===== config.mk =====
export PLATFORM = sky130hd
export DESIGN_NAME = dac_serial_monitor
export DESIGN_NICKNAME = d
export VERILOG_FILES = /design/src/rtl/dac_serial_monitor.sv
export SDC_FILE = /design/constraint.sdc
export NUM_CORES = 1
export LEC_CHECK = 0
export CAP_MARGIN = 30
export CORE_AREA = 3 3 181 183
export DETAILED_ROUTE_END_ITERATION = 10
export DIE_AREA = 0 0 184 186
export HOLD_SLACK_MARGIN = 0.12
export PLACE_DENSITY = 0.63
export SYNTH_ARGS = -nofsm -noshare
export SYNTH_HDL_FRONTEND = slang
export SYNTH_SLANG_ARGS = --single-unit

===== constraint.sdc =====
create_clock -name adc_clk -period 2.7 [get_ports adc_clk]
set_input_delay 0.54 -clock adc_clk [delete_from_list [all_inputs] [get_ports adc_clk]]
set_output_delay 0.54 -clock adc_clk [all_outputs]
set_load 0.005 [all_outputs]

===== src/rtl/dac_serial_monitor.sv =====
// Passive listener on the bias DAC serial pins. Deserialises each frame on
// the main and compensation data lines, applies it on the LDAC strobe and
// keeps a small readback FIFO of every value pair actually loaded.
module dac_serial_monitor #(
  parameter int SYNC_STAGES = 2,
  parameter int FRAME_BITS  = 16,
  parameter int RB_DEPTH    = 4
) (
  input  logic                    adc_clk,
  input  logic                    reset_n,
  input  logic                    sclk_in,
  input  logic                    cs_n_in,
  input  logic                    din_in,
  input  logic                    din_comp_in,
  input  logic                    ldac_n_in,
  output logic [FRAME_BITS-1:0]   dac_value,
  output logic [FRAME_BITS-1:0]   dac_comp_value,
  output logic                    load_pulse,
  output logic                    frame_err,
  output logic [7:0]              err_count,
  output logic [15:0]             load_count,
  input  logic                    rb_rd_en,
  output logic [2*FRAME_BITS-1:0] rb_dout,
  output logic                    rb_empty,
  output logic [$clog2(RB_DEPTH):0] rb_count,
  output logic                    rb_overflow,
  input  logic                    err_clr
);

  localparam int CNT_W = $clog2(FRAME_BITS + 2);
  localparam int PTR_W = $clog2(RB_DEPTH);
  localparam logic [CNT_W-1:0] CNT_FULL = CNT_W'(FRAME_BITS);
  localparam logic [CNT_W-1:0] CNT_MAX  = CNT_W'(FRAME_BITS + 1);
  localparam logic [PTR_W:0]   RB_FULL  = (PTR_W+1)'(RB_DEPTH);

  typedef enum logic [1:0] {ST_IDLE, ST_SHIFT, ST_CHECK} state_e;

  // Synchroniser bit positions: {ldac_n, din_comp, din, cs_n, sclk}
  logic [4:0] sync_q [SYNC_STAGES];
  logic [2:0] edge_prv_q;  // previous synced {ldac_n, cs_n, sclk}

  state_e                  state_q, state_d;
  logic [CNT_W-1:0]        bit_cnt_q, bit_cnt_d;
  logic [FRAME_BITS-1:0]   main_sr_q, main_sr_d, comp_sr_q, comp_sr_d;
  logic [FRAME_BITS-1:0]   sh_main_q, sh_main_d, sh_comp_q, sh_comp_d;
  logic                    shadow_valid_q, shadow_valid_d;
  logic                    pending_q, pending_d;
  logic [FRAME_BITS-1:0]   dac_q, comp_q;
  logic                    load_pulse_q, frame_err_q, overflow_q;
  logic [7:0]              err_count_q;
  logic [15:0]             load_count_q;
  logic [2*FRAME_BITS-1:0] mem_q [RB_DEPTH];
  logic [PTR_W-1:0]        wr_ptr_q, rd_ptr_q;
  logic [PTR_W:0]          count_q, count_d;

  logic [4:0] cur;
  logic sclk_rise, cs_fall, cs_rise, ldac_fall;
  logic do_load, err_event, pop_ok, push_ok, push_drop;

  // Input synchroniser chain plus one extra sample for edge detection.
  always_ff @(posedge adc_clk) begin
    if (!reset_n) begin
      for (int i = 0; i < SYNC_STAGES; i++) sync_q[i] <= '1;
      edge_prv_q <= '1;
    end else begin
      sync_q[0]  <= {ldac_n_in, din_comp_in, din_in, cs_n_in, sclk_in};
      for (int i = 1; i < SYNC_STAGES; i++) sync_q[i] <= sync_q[i-1];
      edge_prv_q <= {sync_q[SYNC_STAGES-1][4], sync_q[SYNC_STAGES-1][1],
                     sync_q[SYNC_STAGES-1][0]};
    end
  end

  assign cur       = sync_q[SYNC_STAGES-1];
  assign sclk_rise =  cur[0] & ~edge_prv_q[0];
  assign cs_fall   = ~cur[1] &  edge_prv_q[1];
  assign cs_rise   =  cur[1] & ~edge_prv_q[1];
  assign ldac_fall = ~cur[4] &  edge_prv_q[2];

  // Frame FSM next state, shift path, shadow update and load decision.
  always_comb begin
    // NOTE: every always_comb output gets a default first so no path can infer a latch.
    state_d        = state_q;
    bit_cnt_d      = bit_cnt_q;
    main_sr_d      = main_sr_q;
    comp_sr_d      = comp_sr_q;
    sh_main_d      = sh_main_q;
    sh_comp_d      = sh_comp_q;
    shadow_valid_d = shadow_valid_q;
    pending_d      = pending_q;
    do_load        = 1'b0;
    err_event      = 1'b0;
    unique case (state_q)
      ST_IDLE: begin
        bit_cnt_d = '0;
        main_sr_d = '0;
        comp_sr_d = '0;
        pending_d = 1'b0;
        if ((ldac_fall || pending_q) && shadow_valid_q) do_load = 1'b1;
        if (cs_fall) state_d = ST_SHIFT;
      end
      ST_SHIFT: begin
        // A strobe during the frame waits for CHECK to decide its fate.
        if (ldac_fall) pending_d = 1'b1;
        if (sclk_rise && !cur[1]) begin
          main_sr_d = {main_sr_q[FRAME_BITS-2:0], cur[2]};
          comp_sr_d = {comp_sr_q[FRAME_BITS-2:0], cur[3]};
          if (bit_cnt_q != CNT_MAX) bit_cnt_d = bit_cnt_q + CNT_W'(1);
        end
        if (cs_rise) state_d = ST_CHECK;
      end
      ST_CHECK: begin
        state_d = ST_IDLE;
        if (bit_cnt_q == CNT_FULL) begin
          sh_main_d      = main_sr_q;
          sh_comp_d      = comp_sr_q;
          shadow_valid_d = 1'b1;
          pending_d      = pending_q | ldac_fall;
        end else begin
          err_event = 1'b1;
          pending_d = 1'b0;
        end
      end
      default: state_d = ST_IDLE;
    endcase
    if (do_load) shadow_valid_d = 1'b0;
  end

  // Readback FIFO handshake: a same-cycle pop frees room for the push.
  always_comb begin
    pop_ok    = rb_rd_en && (count_q != '0);
    push_ok   = do_load && ((count_q != RB_FULL) || pop_ok);
    push_drop = do_load && !push_ok;
    count_d   = count_q;
    if (push_ok && !pop_ok) count_d = count_q + (PTR_W+1)'(1);
    if (!push_ok && pop_ok) count_d = count_q - (PTR_W+1)'(1);
  end

  // Control, status and pointer registers.
  always_ff @(posedge adc_clk) begin
    if (!reset_n) begin
      state_q        <= ST_IDLE;
      bit_cnt_q      <= '0;
      main_sr_q      <= '0;
      comp_sr_q      <= '0;
      sh_main_q      <= '0;
      sh_comp_q      <= '0;
      shadow_valid_q <= 1'b0;
      pending_q      <= 1'b0;
      dac_q          <= '0;
      comp_q         <= '0;
      load_pulse_q   <= 1'b0;
      load_count_q   <= '0;
      frame_err_q    <= 1'b0;
      err_count_q    <= '0;
      overflow_q     <= 1'b0;
      wr_ptr_q       <= '0;
      rd_ptr_q       <= '0;
      count_q        <= '0;
    end else begin
      // NOTE: sequential state uses non-blocking assignments so all flops update together.
      state_q        <= state_d;
      bit_cnt_q      <= bit_cnt_d;
      main_sr_q      <= main_sr_d;
      comp_sr_q      <= comp_sr_d;
      sh_main_q      <= sh_main_d;
      sh_comp_q      <= sh_comp_d;
      shadow_valid_q <= shadow_valid_d;
      pending_q      <= pending_d;
      load_pulse_q   <= do_load;
      if (do_load) begin
        dac_q        <= sh_main_q;
        comp_q       <= sh_comp_q;
        load_count_q <= load_count_q + 16'd1;
      end
      if (err_clr) begin
        frame_err_q <= 1'b0;
        err_count_q <= '0;
        overflow_q  <= 1'b0;
      end else begin
        if (err_event) begin
          frame_err_q <= 1'b1;
          if (err_count_q != 8'hFF) err_count_q <= err_count_q + 8'd1;
        end
        if (push_drop) overflow_q <= 1'b1;
      end
      if (push_ok) wr_ptr_q <= wr_ptr_q + PTR_W'(1);
      if (pop_ok)  rd_ptr_q <= rd_ptr_q + PTR_W'(1);
      count_q <= count_d;
    end
  end

  // FIFO storage.
  always_ff @(posedge adc_clk) begin
    // NOTE: storage is not reset; rb_dout is forced to zero while empty instead.
    if (push_ok) mem_q[wr_ptr_q] <= {sh_comp_q, sh_main_q};
  end

  assign dac_value      = dac_q;
  assign dac_comp_value = comp_q;
  assign load_pulse     = load_pulse_q;
  assign frame_err      = frame_err_q;
  assign err_count      = err_count_q;
  assign load_count     = load_count_q;
  assign rb_empty       = (count_q == '0);
  assign rb_count       = count_q;
  assign rb_overflow    = overflow_q;
  assign rb_dout        = rb_empty ? '0 : mem_q[rd_ptr_q];

endmodule

# --- After elaboration in Yosys (flattened, before gate mapping) ---
# Memory sizes are Yosys's and may differ from the RTL's. A register that Yosys moved wholly into a read port is not among the register bits.
# Index checks and enable logic that the tools add are counted.
op_classes:
  mux: 28
  n_eq_ne: 11
  reduce_logical: 26
  n_bitwise: 12
  add_sub_neg: 7
ops:
  columns: ["op", "count"]
  rows:
  - ["$pmux 16 s2", 2]
  - ["$mux 16", 2]
  - ["$mux 32", 1]
  - ["$mux 5", 4]
  - ["$add 16x1->16 const B", 1]
  - ["$mux 1", 10]
  - ["$ne 2x2->1 const B", 5]
  - ["$pmux 5 s2", 1]
  - ["$reduce_and 2->1", 5]
  - ["$add 8x1->8 const B", 1]
  - ["$mux 2", 4]
  - ["$ne 8x8->1 const B", 1]
  - ["$logic_and 1x1->1", 7]
  - ["$mux 3", 2]
  - ["$reduce_bool 3->1", 2]
  - ["$add 5x1->5 const B", 1]
  - ["$eq 5x5->1 const B", 1]
  - ["$ne 5x5->1 const B", 1]
  - ["$not 1->1", 5]
  - ["$add 2x1->2 const B", 2]
  - ["$and 1x1->1", 4]
  - ["$pmux 2 s2", 1]
  - ["$reduce_bool 2->1", 2]
  - ["$reduce_or 2->1", 2]
  - ["12 further kinds", 17]
word_totals:
  register_bits: 142
  ramBits: 138
  out_inout_bits: 95
  inputBits: 9
  wordCells: 105
  memories: 2
mem_list:
  columns: ["name", "words", "word_bits", "read_ports", "rd_ports_with_merged_regs", "write_ports", "line", "source"]
  rows:
  - ["mem_q", 4, 32, 1, 1, 1, "52", "logic [2*FRAME_BITS-1:0] mem_q [RB_DEPTH];"]
  - ["sync_q", 2, 5, 2, 0, 2, "39", "logic [4:0] sync_q [SYNC_STAGES];"]

# --- Logic depth before layout (Yosys ltp) ---
# Gate-level depths: netlist of run 1.
logic_depth:
  ltp_word: 10
  depth_mapped: 12
  depth_no_buf: 10

# --- Worst setup path after synthesis of run 1 ---
# No wires, ideal clock.
synth_timing:
  path_type: "reg2reg"
  start: "reg state_q[1]"
  end: "reg count_q[2], in the netlist rb_count[2]"
  setup_slack_ns: 0.175
  path_buffers: 2
  required_ns: 2.594
  path_stages_with_launch: 11
  t_arrival_ns: 2.419
  synth_period_minus_slack_ns: 2.525
  cell_sequence: "dfxtp_1 > inv_1 > ha_1 > and2_4 > o21ai_0 > buf_2 > buf_2 > nand3_1 > fa_1 > or4_1 > o311ai_0"
synth_via:
  elab_chain_cells: 6
  elab_cells_between_ends: 8
synth_rtl:
  columns: ["item", "line", "source"]
  rows:
  - ["start, declared", "42", "state_e state_q, state_d;"]
  - ["start signal, assigned", "161", "state_q <= state_d;"]
  - ["$logic_not 2->1 (*)", "92", "unique case (state_q)"]
  - ["$mux 1 (*)", "92", null]
  - ["$logic_and 1x1->1 (*)", "131", "push_ok = do_load && ((count_q != RB_FULL) || pop_ok);"]
  - ["$logic_not 1->1", "135", "if (!push_ok && pop_ok) count_d = count_q - (PTR_W+1)'(1);"]
  - ["$logic_and 1x1->1", "135", null]
  - ["$mux 3 or $reduce_bool 2->1 (tied branches)", null, null]
  - ["end signal, assigned", "188", "count_q <= count_d;"]
  - ["end, declared", "54", "logic [PTR_W:0] count_q, count_d;"]
# Every way passes the cells marked *; elsewhere a longest branch is shown, timed or not.
# A chain may end at the register's enable or synchronous reset.

# --- Final worst setup path of run 1 ---
layout_timing:
  start: "reg count_q[2], in the netlist rb_count[2]"
  end: "out rb_empty"
layout_via:
  elab_chain_cells: 1
layout_rtl:
  columns: ["item", "line", "source"]
  rows:
  - ["$logic_not 3->1", "204", "assign rb_empty = (count_q == '0);"]
  - ["end, declared", "24", "output logic rb_empty,"]
# Every way passes these cells.

==> results_dict.tcl, run 1 <==
set metrics [dict create \
    instances_no_fill 1464 \
    timing.critical_path.to_type "primary output" \
    start_kind "flip-flop" \
    synth.top_cell.area_share 0.3542 \
    synth.avg_cell_area_um2 11.67 \
    initialDrtViolationCount 472 \
    global_route_wire_length_before_repair_mm 38.14 \
    fraction_of_layout_cells_with_a_size_suffix_above_1 0.1450 \
    fin_skew_ns 0.01308 \
    port_buffers 103 \
    h_tree_level_count 1 \
    power.combinational.fraction 0.012 \
    totalPowerFinal_w 0.008728 \
    final.setup.tns_ns 0 \
    post-route-period-util 0.9760 \
    r2r_setup_slack_ns 0.41 \
    avgRoutedWirePerCell_um 16.18 \
    setup_viol 0 \
    ys.warnings.count 0 \
    result_of_the_run "complete, no violations" \
    critical_path_peak_fanout 35 \
    hold_path_class "reg -> reg" \
    initial_core_util 0.3456 \
    power.clock.fraction 0.479 \
    timing.fmax_ghz 0.3795 \
    grt.overflow.total 0 \
    setup.worst_path.class "reg -> out" \
    insertedDiodeCount 0 \
    timing.hold.worst_path_depth 1 \
    groute.usage.overall 0.1377 \
    worst-r2r-cell-count 8 \
    synth_top_flop_cell "sky130_fd_sc_hd__dfxtp_1" \
    finish.instance_area_mm2 0.01367 \
    syn_area_mm2 0.01085 \
    drc_errors 0 \
    floorplan.rows 65 \
    timing.rr.end "rb_count[2]" \
    yosysSeqAreaShare 0.6384 \
    power.switching_w 0.001725 \
    layout-area-overhead-vs-synth_pct 25.96 \
    synth-edff-count 128 \
    post-synth-top-count-cell "sky130_fd_sc_hd__nand2_1" \
    power.ir.vdd_worst_mv 0.4160 \
    cellPowerDensity_mw_per_mm2 638.7 \
    placed_cells 1399 \
    clkSinkCount 282 \
    r2r_path_start "state_q[1]" \
    drv_cap 0 \
    post_placement_cell_area_mm2 0.01246 \
    yosys_register_bits 282 \
    design.die.area_mm2 0.03422 \
    netlist_top_cells_count "182 x sky130_fd_sc_hd__nand2_1, 154 x sky130_fd_sc_hd__dfxtp_1, 128 x sky130_fd_sc_hd__edfxtp_1" \
    cts-root-to-sink-buffers 3 \
    cts.root.buffer_cell "sky130_fd_sc_hd__clkbuf_16" \
    cellInternalPower_w 0.007004 \
    power_switching_share 0.1976 \
    postRouteWirelength_mm 23.68 \
    max_slew.worst_pin.slew_ns 0.8085 \
    hold_path.startpoint "sync_q[0][4]" \
    final_period_minus_worst_setup_slack_ns 2.635 \
    worst-endpoint-required_ns 2.16 \
    yosys.area.top_type "sky130_fd_sc_hd__edfxtp_1" \
    synthesis.instances 930 \
    finalHoldViolCount 0 \
    cts_tree "yes" \
    critical_path_arrival_ns 2.10 \
    asyncSetResetFlopFracSynth 0 \
    cts_inserted_buffers 29 \
    fp.dieW_um 184 \
    gp_congestion 0.7450 \
    design.core.area_mm2 0.03139 \
    seq_power_share 0.508 \
    place.detailed.hpwl_mm 14.46 \
    grt_pass1_vias 7152 \
    endpoint_of_the_worst_hold_timing_path "sync_q[0][9]" \
    p_leak_nw 4.543 \
    detailedPlace.worstSlack_ns 0.1914 \
    grt_start_max_net_pins 122 \
    clk_pin_slew_ns 0.06 \
    synthTopCellsByArea "sky130_fd_sc_hd__edfxtp_1 35%, sky130_fd_sc_hd__dfxtp_1 28%, sky130_fd_sc_hd__mux4_2 6.6%, sky130_fd_sc_hd__nand2_1 6.3%, sky130_fd_sc_hd__a21oi_1 5.3%" \
    clock_insertion_delay_at_the_later_pin_of_the_skew_report_ns 0.55 \
    relSlewSlack 0.4602 \
    nets 1062 \
    ys_types 55 \
    routed_via_density 4.919 \
    route.vias.total 7201 \
    final_max_slew_viol_count 0 \
    post_cts_hold_buffer_count 0 \
    antenna_found_initial 0 \
    post-route-worst-setup-slack_ns 0.06468 \
    synth_nets 953 \
    die_y_um 186 \
    drtPass1Iterations 5 \
    ant_nets 0 \
    io-pin-count 104 \
]
==> final cells by class <==
cell class,instances,area [um2]
inverter,17,65.06
fill,2918,17730
sequential,282,6933
multi-input combinational,572,3676
clock inverter,14,193.9
timing repair buffer,137,1468
clock buffer,40,828.3
tap,402,503.0
==> critical path, stage by stage, from the launching register on <==
cell                              delay (ns)
sky130_fd_sc_hd__dfxtp_2                0.37
sky130_fd_sc_hd__or3_4                  0.42
sky130_fd_sc_hd__buf_12                 0.17
sky130_fd_sc_hd__inv_1                  0.07
sky130_fd_sc_hd__clkdlybuf4s50_1        0.49
==> sequential cells by signal, indices dropped and copies added (netlist names), 3 cells and up, named ones only <==
| signal | cells |
|---|---|
| dac_comp_value | 16 |
| load_count | 16 |
| sh_comp_q | 16 |
| comp_sr_q | 16 |
| edge_prv_q | 3 |
| rb_count | 3 |
| sync_q | 10 |
| bit_cnt_q | 5 |
| dac_value | 16 |
| sh_main_q | 16 |
| main_sr_q | 16 |
| err_count | 8 |
| mem_q | 128 |
==> cell usage in the layout (no fill, tap or decap), types with 6 or more instances in the layout <==
master / n
sky130_fd_sc_hd__clkdlybuf4s50_1: 71
sky130_fd_sc_hd__nand2_1: 182
sky130_fd_sc_hd__mux4_2: 32
sky130_fd_sc_hd__clkdlybuf4s15_1: 6
sky130_fd_sc_hd__ha_1: 13
sky130_fd_sc_hd__buf_2: 9
sky130_fd_sc_hd__buf_4: 14
sky130_fd_sc_hd__nor2_1: 35
sky130_fd_sc_hd__dlygate4sd2_1: 11
sky130_fd_sc_hd__nand2b_1: 17
sky130_fd_sc_hd__clkbuf_16: 30
sky130_fd_sc_hd__dfxtp_1: 151
sky130_fd_sc_hd__edfxtp_1: 128
sky130_fd_sc_hd__and2_1: 29
sky130_fd_sc_hd__clkbuf_1: 6
sky130_fd_sc_hd__nand3_1: 40
sky130_fd_sc_hd__and2_4: 12
sky130_fd_sc_hd__clkbuf_2: 6
sky130_fd_sc_hd__a21oi_1: 114
sky130_fd_sc_hd__nor3_1: 8
sky130_fd_sc_hd__xor2_1: 9
sky130_fd_sc_hd__buf_12: 14
sky130_fd_sc_hd__inv_1: 16
==> metal layers <==
layer	vias up	track usage	wire length, um	share of wire
met5	-	0	0	0
met2	158	0.2399	11620	0.49
met3	31	0.02892	1238	0.052
li1	3512	-	-	-
met1	3500	0.1792	10460	0.44
met4	0	0.02691	366	0.015
==> through the flow <==
stage,utilization,hold WS [ns]
finish,0.4354,0.4057
global placement,0.3968,0.3932
global route,0.4354,0.4331
floorplan,-,0.3863
detailed placement,0.3968,0.3936
CTS,0.4366,0.4082
==> kinds of logic (layout without fill, tap and decap cells) <==
| group | count (synthesis) | in the layout | share of synthesized area |
|---|---|---|---|
| XOR/XNOR | 13 | 13 | 0.01049 |
| AND/OR/NAND/NOR | 357 | 357 | 0.1544 |
| adder cells (fa/ha/maj) | 14 | 14 | 0.01684 |
| buffers and inverters | 76 | 208 | 0.02929 |
| flip-flops | 282 | 282 | 0.6384 |
| multiplexers | 38 | 38 | 0.07207 |
| AO/OA/AOI/OAI | 150 | 150 | 0.07853 |
==> how the worst max path moves through the flow <==
| stage | start | to | slack (ns) | depth (start not counted) |
|---|---|---|---|---|
| 2_1_floorplan | state_q[1] | rb_count[2] | 0.18 | 10 |
| 6_report | rb_count[2] | rb_empty | 0.06 | 4 |
| 5_1_grt | flip-flop | rb_dout[2] | -0.003 | 5 |
| 3_3_place_gp | rb_rd_en | mem_q[3][29] | 0.27 | 5 |
| 3_5_place_dp | rb_rd_en | mem_q[0][1] | 0.19 | 5 |
| 4_1_cts | flip-flop | rb_dout[17] | -0.04 | 6 |
==> power groups by stage <==
stage	clock network [W]	logic, W	registers [W]
floorplan	0	0.0000683	0.00453
global placement	0	0.000109	0.00453
detailed placement	0	0.000110	0.00453
CTS	0.00428	0.000110	0.00444
global route	0.00446	0.000120	0.00443
finish	0.00418	0.000109	0.00444
==> what timing repair did <==
item | CTS | global route
pin swaps | 1 | 2
endpoints found under the hold margin | 0 | 0
resized for setup | 92 | 15
setup buffers | 9 | 0
cloned | 4 | 0
endpoints found under the setup margin | 33 | 16
Power figures use the tool's default switching activity.
==> run 2: changes to the inputs <==
--- a/config.mk
+++ b/config.mk
@@ -9,8 +9,10 @@
 export CORE_AREA = 3 3 181 183
 export DETAILED_ROUTE_END_ITERATION = 10
 export DIE_AREA = 0 0 184 186
+export GPL_ROUTABILITY_DRIVEN = 0
 export HOLD_SLACK_MARGIN = 0.12
 export PLACE_DENSITY = 0.63
+export SKIP_CTS_REPAIR_TIMING = 1
 export SYNTH_ARGS = -nofsm -noshare
 export SYNTH_HDL_FRONTEND = slang
 export SYNTH_SLANG_ARGS = --single-unit
==> run 2 against run 1 <==
Net effect:
- the flow now finishes with violations (setup timing)
- wire length rose by 0.19%
- sequential cell count unchanged
- clock skew rose by 0.0015 ns
- setup slack got worse by 0.16 ns
- via count barely moved
- combinational power is essentially flat
- design area increased by 0.45%
- worst hold slack lost 0.00062 ns
- count of clock-buffer cells in the layout unchanged
- core utilization grew 0.20 points
- total power is essentially flat
- sequential power is essentially flat
==> results_dict.tcl, run 2 (synthesized netlist as in run 1, its figures left out) <==
set metrics [dict create \
    avgRoutedWirePerCell_um 16.19 \
    clkSinkCount 282 \
    routed_via_density 4.908 \
    fp.dieW_um 184 \
    cellPowerDensity_mw_per_mm2 635.4 \
    grt_start_max_net_pins 122 \
    rsz_0062_raised_after_global_routing "yes" \
    worst-endpoint-required_ns 2.16 \
    critical_path_peak_fanout 5 \
    floorplan.rows 65 \
    final_max_slew_viol_count 0 \
    clk_pin_slew_ns 0.06 \
    most_common_cell_after_layout_fill_and_taps_aside "sky130_fd_sc_hd__nand2_1" \
    design.die.area_mm2 0.03422 \
    setup_viol 8 \
    cts.root.buffer_cell "sky130_fd_sc_hd__clkbuf_16" \
    critical_path.max_stage_delay_ns 0.50 \
    nets 1064 \
    setup.worst_path.class "reg -> out" \
    final_core_density 0.4373 \
    die_y_um 186 \
    critPathTopFamily "buffers and inverters" \
    layout_common_cells "182 x sky130_fd_sc_hd__nand2_1, 151 x sky130_fd_sc_hd__dfxtp_1, 128 x sky130_fd_sc_hd__edfxtp_1" \
    place.detailed.hpwl_mm 14.46 \
    fin_skew_ns 0.01461 \
    max_slew.worst_pin.slew_ns 0.8058 \
    drv_cap 0 \
    insertedDiodeCount 0 \
    post_placement_cell_area_mm2 0.01246 \
    io-pin-count 104 \
    r2r_setup_slack_ns 0.41 \
    groute.usage.overall 0.1343 \
    timing.rr.end "rb_count[2]" \
    worst_path_max_delay_cell "sky130_fd_sc_hd__mux4_2" \
    initial_core_util 0.3456 \
    crit_cells 4 \
    instances_no_fill 1466 \
    design.core.area_mm2 0.03139 \
    placed_cells 1399 \
    critical_path_arrival_ns 2.25 \
    hold_path_class "reg -> reg" \
    post-route-worst-setup-slack_ns -0.09185 \
    result_of_the_run "finished with violations" \
    final_period_minus_worst_setup_slack_ns 2.792 \
    largest_reg_flops 128 \
    crit_buf_inv 2 \
    relSlewSlack 0.4620 \
    finalHoldViolCount 0 \
    finish.instance_area_mm2 0.01373 \
    crit_end "rb_dout[3]" \
    start_kind "flip-flop" \
    ant_nets 0 \
    worst-r2r-cell-count 8 \
    initialDrtViolationCount 434 \
    h_tree_level_count 1 \
    cts-root-to-sink-buffers 3 \
    timing.critical_path.to_type "primary output" \
    global_route_wire_length_before_repair_mm 37.37 \
    p_leak_nw 4.922 \
    post-route-period-util 1.034 \
    layout-area-overhead-vs-synth_pct 26.52 \
    drc_errors 0 \
    regMostFlops "mem_q" \
    violated_checks "setup timing" \
    drtPass1Iterations 5 \
    r2r_path_start "state_q[1]" \
    grt.overflow.total 0 \
    grt_pass1_vias 7084 \
    port_buffers 103 \
    timing.fmax_ghz 0.3582 \
    clock_insertion_delay_at_the_later_pin_of_the_skew_report_ns 0.55 \
    antenna_found_initial 0 \
    power.ir.vdd_worst_mv 0.4187 \
    filler_cell_count 2916 \
    postRouteWirelength_mm 23.73 \
    fin_worst_hold_slack_ns 0.4051 \
    cts_inserted_buffers 29 \
    critical_path.cell_chain "buf_6 > mux4_2 > and2_1 > clkdlybuf4s50_1" \
    timing.hold.worst_path_depth 1 \
    route.vias.total 7195 \
    cts_tree "yes" \
    fraction_of_layout_cells_with_a_size_suffix_above_1 0.1259 \
]
==> run 2: cell types whose count changed in the layout (fill, tap and decap cells not counted), sizes merged <==
cell	change
buf	-9
dlygate4sd2	-11
clkdlybuf4s15	-6
clkdlybuf4s50	+5
dlymetal6s2s	+26
clkbuf	-3
==> run 2: stage by stage <==
stage / total power [W] / TNS [ns] / setup slack (ns)
after floorplan: 0.004596 / 0 / 0.1751
after global placement: 0.004638 / 0 / 0.2668
after detailed placement: 0.004640 / 0 / 0.1914
after CTS: 0.008827 / -6.156 / -0.2759
after global routing: 0.009011 / -1.192 / -0.1615
final: 0.008722 / -0.5462 / -0.09185
==> run 2: per-layer routing <==
metal  GRT usage  vias to the layer above  share of wire
met4     0.02691                        0          0.015
met5           0                        -              0
li1            -                     3517              -
met2      0.2331                      155           0.49
met3     0.02873                       31          0.047
met1      0.1750                     3492           0.44
==> run 2: worst min path at each step <==
stage | from | endpoint
after floorplan | sync_q[0][0] | sync_q[0][5]
after global placement | sync_q[0][4] | sync_q[0][9]
after detailed placement | sync_q[0][4] | sync_q[0][9]
after CTS | sync_q[0][4] | sync_q[0][9]
after global routing | sync_q[0][4] | sync_q[0][9]
final | sync_q[0][4] | sync_q[0][9]
==> run 2: power by group <==
| group | total [W] | leakage, nW | internal [W] | switching, W |
|---|---|---|---|---|
| clock | 0.00418 | 0.491 | 0.00254 | 0.00164 |
| sequential | 0.00444 | 2.43 | 0.00443 | 0.00000451 |
| combinational | 0.000108 | 2.00 | 0.0000339 | 0.0000746 |
==> run 2: worst register-to-register path, stage by stage (launching register included) <==
cell and delay (ns):
sky130_fd_sc_hd__dfxtp_1 0.40, sky130_fd_sc_hd__inv_1 0.08, sky130_fd_sc_hd__ha_1 0.28, sky130_fd_sc_hd__and2_4 0.23, sky130_fd_sc_hd__o21ai_4 0.06, sky130_fd_sc_hd__nand3_1 0.10, sky130_fd_sc_hd__fa_1 0.41, sky130_fd_sc_hd__or4_1 0.52
sky130_fd_sc_hd__o311ai_0 0.10
==> run 2: layout make-up <==
type,instances,area (um2),share of cell area
clock buffer,40,828.3,0.06034
clock inverter,14,193.9,0.01413
inverter,17,65.06,0.004739
multi-input combinational,572,3656,0.2663
sequential,282,6933,0.5050
tap,402,503.0,0.03664
timing repair buffer,139,1549,0.1128
==> run 3: changes to the inputs <==
--- a/config.mk
+++ b/config.mk
@@ -5,13 +5,14 @@
 export SDC_FILE = /design/constraint.sdc
 export NUM_CORES = 1
 export LEC_CHECK = 0
+export ABC_AREA = 1
 export CAP_MARGIN = 30
-export CORE_AREA = 3 3 181 183
+export CORE_AREA = 3 3 183 185
 export DETAILED_ROUTE_END_ITERATION = 10
-export DIE_AREA = 0 0 184 186
+export DIE_AREA = 0 0 186 188
 export GPL_ROUTABILITY_DRIVEN = 0
 export HOLD_SLACK_MARGIN = 0.12
-export PLACE_DENSITY = 0.63
+export PLACE_DENSITY = 0.62
 export SKIP_CTS_REPAIR_TIMING = 1
 export SYNTH_ARGS = -nofsm -noshare
 export SYNTH_HDL_FRONTEND = slang
==> run 3 against run 2 <==
Net effect:
- the run now ends clean
- design area rose by 0.71%
- clock skew is 0.0032 ns higher
- fmax is 4.3% higher
- global-route usage up 0.78 points
- core utilization fell by 0.80 points
- worst hold slack improved by 0.0032 ns
- synthesized cell count is 23% higher
- critical path depth up 2
==> results_dict.tcl, run 3 <==
set metrics [dict create \
    clock_insertion_delay_at_the_later_pin_of_the_skew_report_ns 0.56 \
    rsz_0062_raised_after_global_routing "yes" \
    yosysSeqAreaShare 0.6238 \
    worst_path_max_delay_cell "sky130_fd_sc_hd__clkdlybuf4s50_1" \
    synth.avg_cell_area_um2 9.741 \
    regMostFlops "mem_q" \
    post-synth-top-count-cell "sky130_fd_sc_hd__nor2_1" \
    fin_skew_ns 0.01782 \
    drtPass1Iterations 5 \
    result_of_the_run "complete, no violations" \
    totalPowerFinal_w 0.01087 \
    start_kind "flip-flop" \
    critical_path.max_stage_delay_ns 0.45 \
    timing.critical_path.to_type "primary output" \
    final_period_minus_worst_setup_slack_ns 2.676 \
    cellPowerDensity_mw_per_mm2 785.9 \
    fraction_of_layout_cells_with_a_size_suffix_above_1 0.1249 \
    ys_types 37 \
    design.core.area_mm2 0.03221 \
    finalHoldViolCount 0 \
    synthesis.instances 1140 \
    hold_path_class "reg -> reg" \
    ant_nets 0 \
    syn_area_mm2 0.01110 \
    h_tree_level_count 1 \
    setup_viol 0 \
    synth_top_flop_cell "sky130_fd_sc_hd__dfxtp_1" \
    asyncSetResetFlopFracSynth 0 \
    crit_buf_inv 4 \
    antenna_found_initial 0 \
    fin_worst_hold_slack_ns 0.4083 \
    postRouteWirelength_mm 25.72 \
    groute.usage.overall 0.1421 \
    critical_path_arrival_ns 2.14 \
    clkSinkCount 282 \
    clk_pin_slew_ns 0.06 \
    critPathTopFamily "buffers and inverters" \
    insertedDiodeCount 0 \
    max_slew.worst_pin.slew_ns 0.8890 \
    worst-endpoint-required_ns 2.16 \
    global_route_wire_length_before_repair_mm 40.72 \
    routed_via_density 4.794 \
    final_core_density 0.4293 \
    drv_cap 0 \
    port_buffers 103 \
    cts-root-to-sink-buffers 3 \
    yosys_register_bits 282 \
    largest_reg_flops 128 \
    post-route-period-util 0.9910 \
    route.vias.total 8020 \
    initialDrtViolationCount 531 \
    drc_errors 0 \
    power.ir.vdd_worst_mv 0.5667 \
    timing.fmax_ghz 0.3737 \
    cts_tree "yes" \
    relSlewSlack 0.4065 \
    filler_cell_count 3038 \
    design.die.area_mm2 0.03497 \
    cts.root.buffer_cell "sky130_fd_sc_hd__clkbuf_16" \
    setup.worst_path.class "reg -> out" \
    synthTopCellsByArea "sky130_fd_sc_hd__edfxtp_1 35%, sky130_fd_sc_hd__dfxtp_1 28%, sky130_fd_sc_hd__a21oi_1 5.6%, sky130_fd_sc_hd__nor2_1 5.5%, sky130_fd_sc_hd__o21ai_0 5.0%" \
    io-pin-count 104 \
    grt_pass1_vias 7876 \
    die_y_um 188 \
    ys.warnings.count 0 \
    final_max_slew_viol_count 0 \
    floorplan.rows 66 \
    place.detailed.hpwl_mm 15.56 \
    grt.overflow.total 0 \
    synth.top_cell.area_share 0.3461 \
    grt_start_max_net_pins 65 \
    layout_common_cells "159 x sky130_fd_sc_hd__nor2_1, 153 x sky130_fd_sc_hd__dfxtp_1, 128 x sky130_fd_sc_hd__edfxtp_1" \
    critical_path_peak_fanout 8 \
    netlist_top_cells_count "164 x sky130_fd_sc_hd__nor2_1, 154 x sky130_fd_sc_hd__dfxtp_1, 128 x sky130_fd_sc_hd__edfxtp_1" \
    nets 1267 \
    p_leak_nw 4.953 \
    avgRoutedWirePerCell_um 15.38 \
    fp.dieW_um 186 \
    layout-area-overhead-vs-synth_pct 24.51 \
    cts_inserted_buffers 30 \
    critical_path.cell_chain "clkinvlp_4 > buf_6 > clkbuf_16 > o21ai_0 > a21oi_1 > clkdlybuf4s50_1" \
    yosys.area.top_type "sky130_fd_sc_hd__edfxtp_1" \
    synth-edff-count 128 \
    synth_nets 1163 \
    initial_core_util 0.3448 \
    most_common_cell_after_layout_fill_and_taps_aside "sky130_fd_sc_hd__nor2_1" \
]
==> run 3: cell count changes in the layout (fill, tap and decap cells not counted), sizes merged, moves of 6 or more <==
cell	before	now
or3	6	0
nand3	40	85
inv	17	96
nand2	182	123
nand2b	17	0
nor2	35	170
clkinv	7	14
and2	41	0
a21oi	115	126
mux4	32	0
o21ai	7	145
buf	34	27
or2	0	13
==> run 3: per-layer routing <==
metal  track usage  wire length [um]  up-vias
li1              -                 -     4054
met1        0.1957             11810     3768
met2        0.2320             12090      168
met3       0.03143              1442       30
met4       0.02779               373        0
met5             0                 0        -
==> run 3: kinds of logic (layout without fill, tap and decap cells) <==
| kind of cell | Yosys count | in the layout | synth area share |
|---|---|---|---|
| XOR/XNOR | 6 | 6 | 0.004732 |
| flip-flops | 282 | 282 | 0.6238 |
| buffers and inverters | 157 | 282 | 0.05938 |
| AND/OR/NAND/NOR | 405 | 405 | 0.1590 |
| adder cells (fa/ha/maj) | 14 | 14 | 0.01645 |
| AO/OA/AOI/OAI | 276 | 276 | 0.1367 |
==> run 3: through the flow <==
| step | std cells | cell area [um2] | setup WS, ns | TNS (ns) |
|---|---|---|---|---|
| floorplan | 1140 | 11100 | -0.1614 | -20.65 |
| global placement | 1610 | 12610 | 0.3008 | 0 |
| detailed placement | 1610 | 12610 | 0.3124 | 0 |
| CTS | 1663 | 13540 | -0.07690 | -0.5175 |
| global route | 1673 | 13830 | -0.1239 | -0.2081 |
| finish | 1673 | 13830 | 0.02429 | 0 |
==> run 3: report_power, final <==
group          total (W)  internal, W  switching (W)
Clock            0.00380      0.00215        0.00165
Sequential       0.00454      0.00448      0.0000547
Combinational    0.00253      0.00120        0.00133
Total             0.0109      0.00783        0.00303
==> run 3: final timing paths <==
check	startpoint	endpoint	slack [ns]	cells past startpoint
min reg2reg	sync_q[0][2]	sync_q[0][7]	0.41	1
min	sync_q[0][2]	sync_q[0][7]	0.41	1
max	flip-flop	rb_dout[5]	0.02	6
max reg2reg	state_q[0]	mem_q[1][11]	0.54	7
==> run 3: cell type report <==
type                    instances  area, um2  area share
inverters                      96      364.1     0.02633
repair buffers                133       1538      0.1112
clock buffers                  37      817.0     0.05909
well taps                     408      510.5     0.03692
clock inverters                16      112.6    0.008145
multi-input cells             701       3553      0.2570
flip-flops and latches        282       6930      0.5013
